File: src/rtl/systolic_pkg.sv
// ============================================================================
// Module      : systolic_pkg
// Description : Shared state encoding and sizing helpers for the systolic tile.
// Revision    : 1.0 - initial release
// ============================================================================
`default_nettype none

package systolic_pkg;

    typedef enum logic [1:0] {
        ST_LOAD = 2'd0,
        ST_RUN  = 2'd1,
        ST_OUT  = 2'd2
    } state_t;

    function automatic int calc_nw(input int n, input int dw, input int bus_w);
        return (n * n * dw + bus_w - 1) / bus_w;
    endfunction

    function automatic int calc_nb(input int n, input int aw, input int bus_w);
        return (n * n * aw + bus_w - 1) / bus_w;
    endfunction

    function automatic int res_idx(input int k, input int j, input int n);
        return k * n + j;
    endfunction

endpackage

`default_nettype wire

File: src/rtl/systolic_tile_ctrl_grid.sv
// ============================================================================
// Module      : systolic_grid
// Description : NxN weight-stationary PE mesh; activations flow right, partial
//               sums flow down, row i enters i cycles late.
// Revision    : 1.0 - initial release
// ============================================================================
`default_nettype none

module systolic_grid #(
    parameter int N  = 3,
    parameter int DW = 8,
    parameter int AW = 16
) (
    input  logic              clk,
    input  logic              reset,
    input  logic [N*N*DW-1:0] i_weights,
    input  logic [N*DW-1:0]   i_act,
    input  logic              i_valid,
    output logic [N*AW-1:0]   o_col_data,
    output logic [N-1:0]      o_col_valid
);

    logic [N*DW-1:0] w_row_act;
    logic [N-1:0]    w_row_valid;

    for (genvar gi = 0; gi < N; gi++) begin : g_skew
        if (gi == 0) begin : g_direct
            assign w_row_act[DW-1:0] = i_act[DW-1:0];
            assign w_row_valid[0]    = i_valid;
        end else begin : g_delay
            logic [DW-1:0] r_sa [gi];
            logic [gi-1:0] r_sv;

            always_ff @(posedge clk or posedge reset) begin
                if (reset) begin
                    for (int s = 0; s < gi; s++) r_sa[s] <= '0;
                    r_sv <= '0;
                end else begin
                    r_sa[0] <= i_act[gi*DW +: DW];
                    r_sv[0] <= i_valid;
                    for (int s = 1; s < gi; s++) begin
                        r_sa[s] <= r_sa[s-1];
                        r_sv[s] <= r_sv[s-1];
                    end
                end
            end

            assign w_row_act[gi*DW +: DW] = r_sa[gi-1];
            assign w_row_valid[gi]        = r_sv[gi-1];
        end
    end

    logic [DW-1:0] r_a      [N][N];
    logic          r_v      [N][N];
    logic [AW-1:0] r_p      [N][N];
    logic [DW-1:0] w_a_left [N][N];
    logic          w_v_left [N][N];
    logic [AW-1:0] w_p_up   [N][N];

    // Operands are sign-extended to AW so the truncated product wraps mod 2^AW.
    function automatic logic [AW-1:0] f_mac(input logic [AW-1:0] acc,
                                            input logic [DW-1:0] a,
                                            input logic [DW-1:0] w);
        logic [AW-1:0] sa;
        logic [AW-1:0] sw;
        sa = {{(AW-DW){a[DW-1]}}, a};
        sw = {{(AW-DW){w[DW-1]}}, w};
        return acc + sa * sw;
    endfunction

    always_comb begin
        for (int i = 0; i < N; i++) begin
            for (int j = 0; j < N; j++) begin
                if (j == 0) begin
                    w_a_left[i][j] = w_row_act[i*DW +: DW];
                    w_v_left[i][j] = w_row_valid[i];
                end else begin
                    w_a_left[i][j] = r_a[i][j-1];
                    w_v_left[i][j] = r_v[i][j-1];
                end
                if (i == 0) w_p_up[i][j] = '0;
                else        w_p_up[i][j] = r_p[i-1][j];
            end
        end
    end

    always_ff @(posedge clk or posedge reset) begin
        if (reset) begin
            for (int i = 0; i < N; i++) begin
                for (int j = 0; j < N; j++) begin
                    r_a[i][j] <= '0;
                    r_v[i][j] <= 1'b0;
                    r_p[i][j] <= '0;
                end
            end
        end else begin
            for (int i = 0; i < N; i++) begin
                for (int j = 0; j < N; j++) begin
                    r_a[i][j] <= w_a_left[i][j];
                    r_v[i][j] <= w_v_left[i][j];
                    r_p[i][j] <= f_mac(w_p_up[i][j], w_a_left[i][j],
                                       i_weights[(i*N+j)*DW +: DW]);
                end
            end
        end
    end

    always_comb begin
        o_col_data  = '0;
        o_col_valid = '0;
        for (int j = 0; j < N; j++) begin
            o_col_data[j*AW +: AW] = r_p[N-1][j];
            o_col_valid[j]         = r_v[N-1][j];
        end
    end

endmodule

`default_nettype wire

File: src/rtl/systolic_tile_ctrl.sv
// ============================================================================
// Module      : systolic_tile_ctrl
// Description : Weight load, activation feed and result streaming controller
//               for an NxN systolic tile. Option macro: SYSTOLIC_RELU_EN.
// Revision    : 1.0 - initial release
// ============================================================================
`default_nettype none

module systolic_tile_ctrl
    import systolic_pkg::*;
#(
    parameter int N     = 3,
    parameter int DW    = 8,
    parameter int AW    = 16,
    parameter int BUS_W = 32
) (
    input  logic              clk,
    input  logic              reset,
    input  logic [BUS_W-1:0]  cfg_data,
    input  logic              cfg_valid,
    output logic              cfg_ready,
    input  logic [N*DW-1:0]   act_data,
    input  logic              act_valid,
    output logic              act_ready,
    input  logic              keep_weights,
    output logic [BUS_W-1:0]  res_data,
    output logic              res_valid,
    input  logic              res_ready,
    output logic              res_last,
    output logic              busy
);

    localparam int c_nw    = calc_nw(N, DW, BUS_W);
    localparam int c_nb    = calc_nb(N, AW, BUS_W);
    localparam int c_wbits = N * N * DW;
    localparam int c_rbits = N * N * AW;
    localparam int c_pbits = c_nb * BUS_W;
    localparam int c_wcw   = (c_nw > 1) ? $clog2(c_nw) : 1;
    localparam int c_bcw   = (c_nb > 1) ? $clog2(c_nb) : 1;
    localparam int c_acw   = $clog2(N + 1);

    localparam logic [c_acw-1:0] c_n     = c_acw'(N);
    localparam logic [c_wcw-1:0] c_wlast = c_wcw'(c_nw - 1);
    localparam logic [c_bcw-1:0] c_blast = c_bcw'(c_nb - 1);

    state_t             r_state;
    state_t             w_next_state;
    logic [c_wcw-1:0]   r_wcnt;
    logic [c_wbits-1:0] r_weights;
    logic [c_acw-1:0]   r_act_cnt;
    logic [c_acw-1:0]   r_col_cnt [N];
    logic [c_rbits-1:0] r_res_buf;
    logic [c_bcw-1:0]   r_beat;
    logic [c_pbits-1:0] w_res_pad;
    logic [N*AW-1:0]    w_col_data;
    logic [N-1:0]       w_col_valid;
    logic               w_all_done;
    logic               w_cfg_fire;
    logic               w_act_fire;
    logic               w_res_fire;
    logic               w_res_done;

    function automatic logic [AW-1:0] f_capture(input logic [AW-1:0] v);
`ifdef SYSTOLIC_RELU_EN
        return v[AW-1] ? '0 : v;
`else
        return v;
`endif
    endfunction

    systolic_grid #(
        .N  (N),
        .DW (DW),
        .AW (AW)
    ) u_grid (
        .clk         (clk),
        .reset       (reset),
        .i_weights   (r_weights),
        .i_act       (act_data),
        .i_valid     (w_act_fire),
        .o_col_data  (w_col_data),
        .o_col_valid (w_col_valid)
    );

    if (c_pbits > c_rbits) begin : g_pad
        assign w_res_pad = {{(c_pbits - c_rbits){1'b0}}, r_res_buf};
    end else begin : g_nopad
        assign w_res_pad = r_res_buf;
    end

    assign w_cfg_fire = cfg_valid & cfg_ready;
    assign w_act_fire = act_valid & act_ready;
    assign w_res_fire = res_valid & res_ready;
    assign w_res_done = w_res_fire & (r_beat == c_blast);

    always_comb begin
        w_all_done = 1'b1;
        for (int j = 0; j < N; j++) begin
            if (r_col_cnt[j] != c_n) w_all_done = 1'b0;
        end
    end

    always_ff @(posedge clk or posedge reset) begin
        if (reset) r_state <= ST_LOAD;
        else       r_state <= w_next_state;
    end

    always_comb begin
        w_next_state = r_state;
        cfg_ready    = 1'b0;
        act_ready    = 1'b0;
        res_valid    = 1'b0;
        res_last     = 1'b0;
        res_data     = '0;
        busy         = 1'b0;
        case (r_state)
            ST_LOAD: begin
                cfg_ready = 1'b1;
                if (w_cfg_fire && r_wcnt == c_wlast) w_next_state = ST_RUN;
            end
            ST_RUN: begin
                busy      = 1'b1;
                act_ready = (r_act_cnt != c_n);
                if (w_all_done) w_next_state = ST_OUT;
            end
            ST_OUT: begin
                busy      = 1'b1;
                res_valid = 1'b1;
                res_last  = (r_beat == c_blast);
                res_data  = w_res_pad[int'(r_beat)*BUS_W +: BUS_W];
                if (w_res_done) w_next_state = keep_weights ? ST_RUN : ST_LOAD;
            end
            default: w_next_state = ST_LOAD;
        endcase
    end

    always_ff @(posedge clk or posedge reset) begin
        if (reset) begin
            r_wcnt    <= '0;
            r_weights <= '0;
            r_act_cnt <= '0;
            r_res_buf <= '0;
            r_beat    <= '0;
            for (int j = 0; j < N; j++) r_col_cnt[j] <= '0;
        end else begin
            // Only bits below N*N*DW are kept; the tail of the last word is dropped.
            if (w_cfg_fire) begin
                for (int b = 0; b < c_wbits; b++) begin
                    if (b / BUS_W == int'(r_wcnt)) r_weights[b] <= cfg_data[b % BUS_W];
                end
                r_wcnt <= (r_wcnt == c_wlast) ? '0 : r_wcnt + 1'b1;
            end

            if (w_act_fire) r_act_cnt <= r_act_cnt + 1'b1;

            if (r_state == ST_RUN) begin
                for (int j = 0; j < N; j++) begin
                    if (w_col_valid[j] && r_col_cnt[j] != c_n) begin
                        r_res_buf[res_idx(int'(r_col_cnt[j]), j, N)*AW +: AW]
                            <= f_capture(w_col_data[j*AW +: AW]);
                        r_col_cnt[j] <= r_col_cnt[j] + 1'b1;
                    end
                end
            end

            if (w_res_fire) r_beat <= r_beat + 1'b1;

            if (w_res_done) begin
                r_beat    <= '0;
                r_act_cnt <= '0;
                r_res_buf <= '0;
                r_wcnt    <= '0;
                for (int j = 0; j < N; j++) r_col_cnt[j] <= '0;
            end
        end
    end

endmodule

`default_nettype wire

File: config.mk
export PLATFORM = sky130hd
export DESIGN_NAME = systolic_tile_ctrl
export DESIGN_NICKNAME = d
export VERILOG_FILES = /design/src/rtl/systolic_pkg.sv /design/src/rtl/systolic_tile_ctrl_grid.sv /design/src/rtl/systolic_tile_ctrl.sv
export SDC_FILE = /design/constraint.sdc
export NUM_CORES = 2
export LEC_CHECK = 0
export BUFFER_PORTS_ARGS = -buffer_cell sky130_fd_sc_hd__buf_2
export CORE_UTILIZATION = 35
export DETAILED_ROUTE_END_ITERATION = 12
export HOLD_SLACK_MARGIN = 0.1
export MAX_ROUTING_LAYER = met4
export PLACE_DENSITY = 0.58
export SLEW_MARGIN = 20
export SYNTH_ARGS = -nofsm -noshare
export SYNTH_HDL_FRONTEND = slang
export SYNTH_SLANG_ARGS = --single-unit
File: constraint.sdc
create_clock -name clk -period 18.2 [get_ports clk]
set_input_delay 0.91 -clock clk [delete_from_list [all_inputs] [get_ports clk]]
set_output_delay 0.91 -clock clk [all_outputs]
set_load 0.1 [all_outputs]
* Word level (Yosys, flattened, before mapping) *
Index checks and enable logic that the tools add are counted.

operators by class
  reductions and logical operators = 21
  div/mod/pow operators = 0
  equal/unequal tests = 13
  bitwise gates (word level) = 4
  multiply operators = 12
  add/subtract/negate cells = 17
  mux-type cells = 36
  order comparisons = 0
  shift-type cells = 7

operators by type and width
  cell                                                     number
  two-way mux 144 bit                                      7
  bitwise mux 144 bit                                      3
  variable shift 16 x 33 -> 144 bit, first input constant  3
  indexed part select 16 x 33 -> 144 bit                   3
  indexed part select 160 x 9 -> 32 bit                    1
  multiplier 8 x 8 -> 16 bit                               9
  adder 16 bit                                             6
  negator 9 -> 33 bit                                      2
  negator 8 -> 33 bit                                      1
  two-way mux 32 bit                                       1
  two-way mux 2 bit                                        11
  inequality test 2 bit, second input constant             7
  nonzero test 2 bit                                       7
  multiplier 2 x 2 -> 4 bit, second input constant         3
  two-way mux 6 bit                                        2
  AND reduction 2 bit                                      6
  adder 2 x 1 -> 2 bit, second input constant              5
  two-way mux 1 bit                                        9
  two-way mux 3 bit                                        2
  one-hot mux 2 bit (3 select lines)                       1
  adder 4 x 1 -> 5 bit, second input constant              1
  adder 4 x 2 -> 5 bit, second input constant              1
  AND 1 bit                                                4
  == test 2 bit, first input constant                      2
  8 further kinds                                          13

storage, ports and cells
  bits in latches = 0
  memory bits (writable) = 0
  memory bits (read-only) = 0
  input port bits = 62
  word-level logic and storage cells = 143
  register bits = 452
  output and inout bits = 37
  memories = 0

* Longest topological paths before layout *
  depth in word-level cells = 13
  mapped depth = 19
  mapped depth without buffers = 18

* Modules after synthesis *
Synthesis repeated with hierarchy kept, for this count alone.

second synthesis, totals
  cell total of the unflattened synthesis = 4,084
  area total of the unflattened synthesis = 42,991.2 µm²

by module, submodules not included
  module              sequential area each (µm²)  times used  cells an instance  area each (µm²)
  systolic_grid       5,530.3                     1           2,911              30,364.1
  systolic_tile_ctrl  5,780.5                     1           1,173              12,627.1

* Worst setup path before layout *
OpenSTA, ideal clock, no wires.

  path kind = reg-to-reg
  from = register r_weights[32]
  to = register u_grid.r_p[78] (netlist bit)
  library setup time = 0.072 ns
  data required time = 18.128 ns
  period minus slack after synthesis = 4.998 ns
  buffers on the path = 1
  cell stages (with the launch flop) = 16
  arrival time = 4.926 ns
  path slack = 13.202 ns
  cells stage by stage = dfrtp_1 -> clkbuf_1 -> and2_1 -> inv_1 -> fa_1 -> inv_1 -> fa_1 -> fa_1 -> fa_1 -> fa_1 -> ha_1 -> o21ai_0 -> a21oi_1 -> o41a_1 -> or4b_1 -> nand4b_1

between the ends
  cells in the longest elaborated chain, start to end = 2

RTL lines
  item                            line                            RTL
  start: declaration              systolic_tile_ctrl.sv:49        logic [c_wbits-1:0] r_weights;
  multiplier 8 x 8 -> 16 bit      systolic_tile_ctrl_grid.sv:68   return acc + sa * sw;
  adder 16 bit                    systolic_tile_ctrl_grid.sv:68
  end signal: indexed assignment  systolic_tile_ctrl_grid.sv:101  r_p[i][j] <= f_mac(w_p_up[i][j], w_a_left[i][j],
  end: declaration                systolic_tile_ctrl_grid.sv:55   logic [AW-1:0] r_p [N][N];

No other way between the ends.
A chain may end at the register's enable or synchronous reset.

* Final worst setup path *
  from = register r_weights[48]
  to = register u_grid.r_p (netlist bit u_grid.o_col_data[14])

The elaborated chain is that of the path after synthesis.

==> impl_metrics.csv <==
group,metric,value,unit
floorplanning,die_w,351,um
final_layout,final_cell_mix,"inv_1, fa_1, dfrtp_1",
sta,worst_hold_slack,347,ps
sta,finalSetupViolCount,0,
global_routing,overflow,0,
job,maxCapViolCount,0,
sta,fmax,0.189,GHz
clock_tree,cts_tree,"yes",
setup_path,critPathLaunchType,"register",
final_layout,drive_above_1_share,8.22,%
setup_path,critical_path_arrival,5840,ps
floorplanning,coreArea,120000,um^2
routing,ant_nets,0,
sta,tightest_slew,1200,ps
placed_design,port_buffers,98,
yosys,syn_inst,4080,
final_layout,synthToLayoutAreaGrowth,9.53,%
yosys,ys_top_cells_by_area,"fa_1, dfrtp_1, ha_1",
final_layout,num-nets-final,5126,
floorplanning,io_pins,99,
clock_tree,cts_root_buf,"clkbuf_16",
sta,layout_worst_path_cycle_share,29.0,%
yosys,yosysWarnings,0,
final_layout,utilization,38.8,%
routing,via_count,28600,
routing,routed_wirelength,106000,um
clock_tree,cts_buffer_depth,3,
yosys,async_flop_share,100,%
clock_tree,insertion_delay,660,ps
floorplanning,initial_core_util,35.4,%
final_layout,layout_commonest_cell,"inv_1",
sta,timing_hold_violations_final,0,
setup_path,worstSetupEndpointType,"register",
yosys,yosys_register_bits,452,
global_routing,antenna_found_initial,6,
setup_path,path_cells,"and2_1, inv_1, fa_1, inv_1, fa_1, fa_1, fa_1, fa_1, ha_1, inv_1, o21ai_0, a2111oi_0, o21bai_1, a21oi_1, xnor2_1",
setup_path,r2r_setup_slack,12920,ps
sta,slew_viol_final,0,
routing,routedWlPerCell,18.3,um
clock_tree,cts_setup_buffers,0,
global_routing,gr-usage-all-layers,18.4,%
clock_tree,cts_buffers,53,
yosys,yosysUniqueCellTypes,73,
yosys,synth_fp_nets,5073,
routing,drtPass1Iterations,5,
routing,via_per_inst,4.94,
routing,drc_errors,0,
setup_path,r2r-end,"u_grid.o_col_data[14]",
floorplanning,dieArea,123000,um^2
placed_design,hpwl,81600,um
setup_path,crit_start,"r_weights[48]",
sta,skew,21.6,ps
placed_design,place.gp.congestion,0.849,
sta,rsz0062_at_grt,"false",
floorplanning,num_rows,127,
sta,tns,0,ps
setup_path,cp_slowest_cell,"a2111oi_0",
yosys,synth.largest_area_cell,"fa_1",
clock_tree,post_cts_resized,0,
clock_tree,postCtsHoldBufs,0,
setup_path,crit_path_end,"u_grid.o_col_data[14]",
yosys,synth_area_per_cell,10.5,um^2
setup_path,r2r_cells,15,
routing,drtIter0Drc,1762,
sta,period_needed,5280,ps
global_routing,grt_pass1_wl,172000,um
sta,relSlewSlack,19.6,%
yosys,netlist.area_leader.share,27.7,%
setup_path,critPathMaxStageDelay,580,ps
floorplanning,die_h,351,um
setup_path,cp_common_cell,"fa_1",
clock_tree,path_clk_slew,60,ps
clock_tree,clock-sinks,452,
min_path,hold_path.class,"register to register",
yosys,netlist_area,42700,um^2
setup_path,path_class,"register to register",
clock_tree,htree_levels,2,
setup_path,r2r_start,"r_weights[48]",
yosys,synthFlopType,"dfrtp_1",
yosys,yosysSeqAreaShare,26.5,%
outcome,run_status,"finished clean",
setup_path,worst-path-max-fanout,9,
yosys,synth-edff-count,0,
global_routing,grt_pass1_vias,30200,
global_routing,grt_max_degree,152,
setup_path,crit_required,18760,ps
==> critical path: cells and delay by family, from the launching register on <==
family	cells	cell delay [ps]
flip-flops	1	470
adder cells (fa/ha/maj)	6	2740
AND/OR/NAND/NOR	1	530
XOR/XNOR	1	150
buffers and inverters	3	260
AO/OA/AOI/OAI	4	1030
==> through the flow <==
| stage | area, um^2 | worst slack [ps] | std cells |
|---|---|---|---|
| after global routing | 46700 | 12490 | 5789 |
| after detailed placement | 44800 | 12890 | 5689 |
| after floorplan | 42700 | 4690 | 4080 |
| after CTS | 46700 | 12870 | 5784 |
| after global placement | 44800 | 13010 | 5689 |
| final | 46700 | 12920 | 5789 |
==> kinds of logic (layout without fill, tap and decap cells) <==
kind of cell,Yosys count,in the layout,share of synthesized area [%]
and+or+nand+nor,1011,1011,12.1
muxes,104,104,3.58
xor gates and xnor gates,173,173,3.55
other,0,4,0
AOI/OAI and AO/OA,561,561,8.89
DFF,452,452,26.5
buffers and inverters,848,941,7.73
adders and majority gates,931,931,37.7
==> layer usage <==
layer  vias up  wire length (um)  GRT usage (%)
li1      13200                 -              -
met1     14600             47500           24.2
met2       632             51500           30.0
met5         -                 0              -
met3       149              4500           2.22
met4         0              2640           5.07
==> worst min-delay path by stage <==
stage / startpoint / endpoint / slack, ps / cells past startpoint
finish: u_grid.g_skew[2].g_delay.r_sa[13] / u_grid.g_skew[2].g_delay.r_sa[5] / 350 / 0
global route: act_data[13] / u_grid.g_skew[1].g_delay.r_sa[5] / 340 / 1
CTS: act_data[13] / u_grid.g_skew[1].g_delay.r_sa[5] / 320 / 1
detailed placement: u_grid.g_skew[2].g_delay.r_sa[13] / u_grid.g_skew[2].g_delay.r_sa[5] / 340 / 0
global placement: u_grid.g_skew[2].g_delay.r_sa[9] / u_grid.g_skew[2].g_delay.r_sa[1] / 340 / 0
floorplan: u_grid.g_skew[2].g_delay.r_sa[8] / u_grid.g_skew[2].g_delay.r_sa[0] / 330 / 0
==> Yosys cell counts, types with 19 or more instances <==
library cell    n
a22o_1         81
nor2_1        127
o21ai_0       100
clkbuf_1       67
fa_1          591
ha_1          340
nor2b_1        34
a31oi_1        19
nand2_1       349
xnor2_1       158
inv_1         722
a21oi_1       139
and2_1        303
dfrtp_1       452
a21o_1         20
mux4_2         32
nand2b_1       56
a211oi_1       57
nand3_1        48
mux2_2         68
nand4_1        21
and3_1         25
buf_2          32
==> registers in the layout (all words and copies together), names as in the netlist <==
register and count:
u_grid.g_skew.g_delay.r_sv 2, r_beat 3, r_res_buf 144, r_act_cnt 2
u_grid.r_p 96, u_grid.r_a 48, r_weights 72, r_wcnt 2
r_state 2, r_col_cnt 6, u_grid.o_col_valid 3, u_grid.o_col_data 48
u_grid.g_skew.g_delay.r_sa 24
==> layout make-up <==
cell class,count,area [um^2]
clock inverter,26,397
tap,1612,2020
multi-input combinational,2780,28100
fill,12000,73700
sequential,452,11300
clock buffer,69,1480
antenna,4,10.0
inverter,726,2730
timing repair buffer,120,672
Power is left out: the tool's default activity adds up to more than one toggle a clock period on the data nets, which glitch-free logic cannot reach.
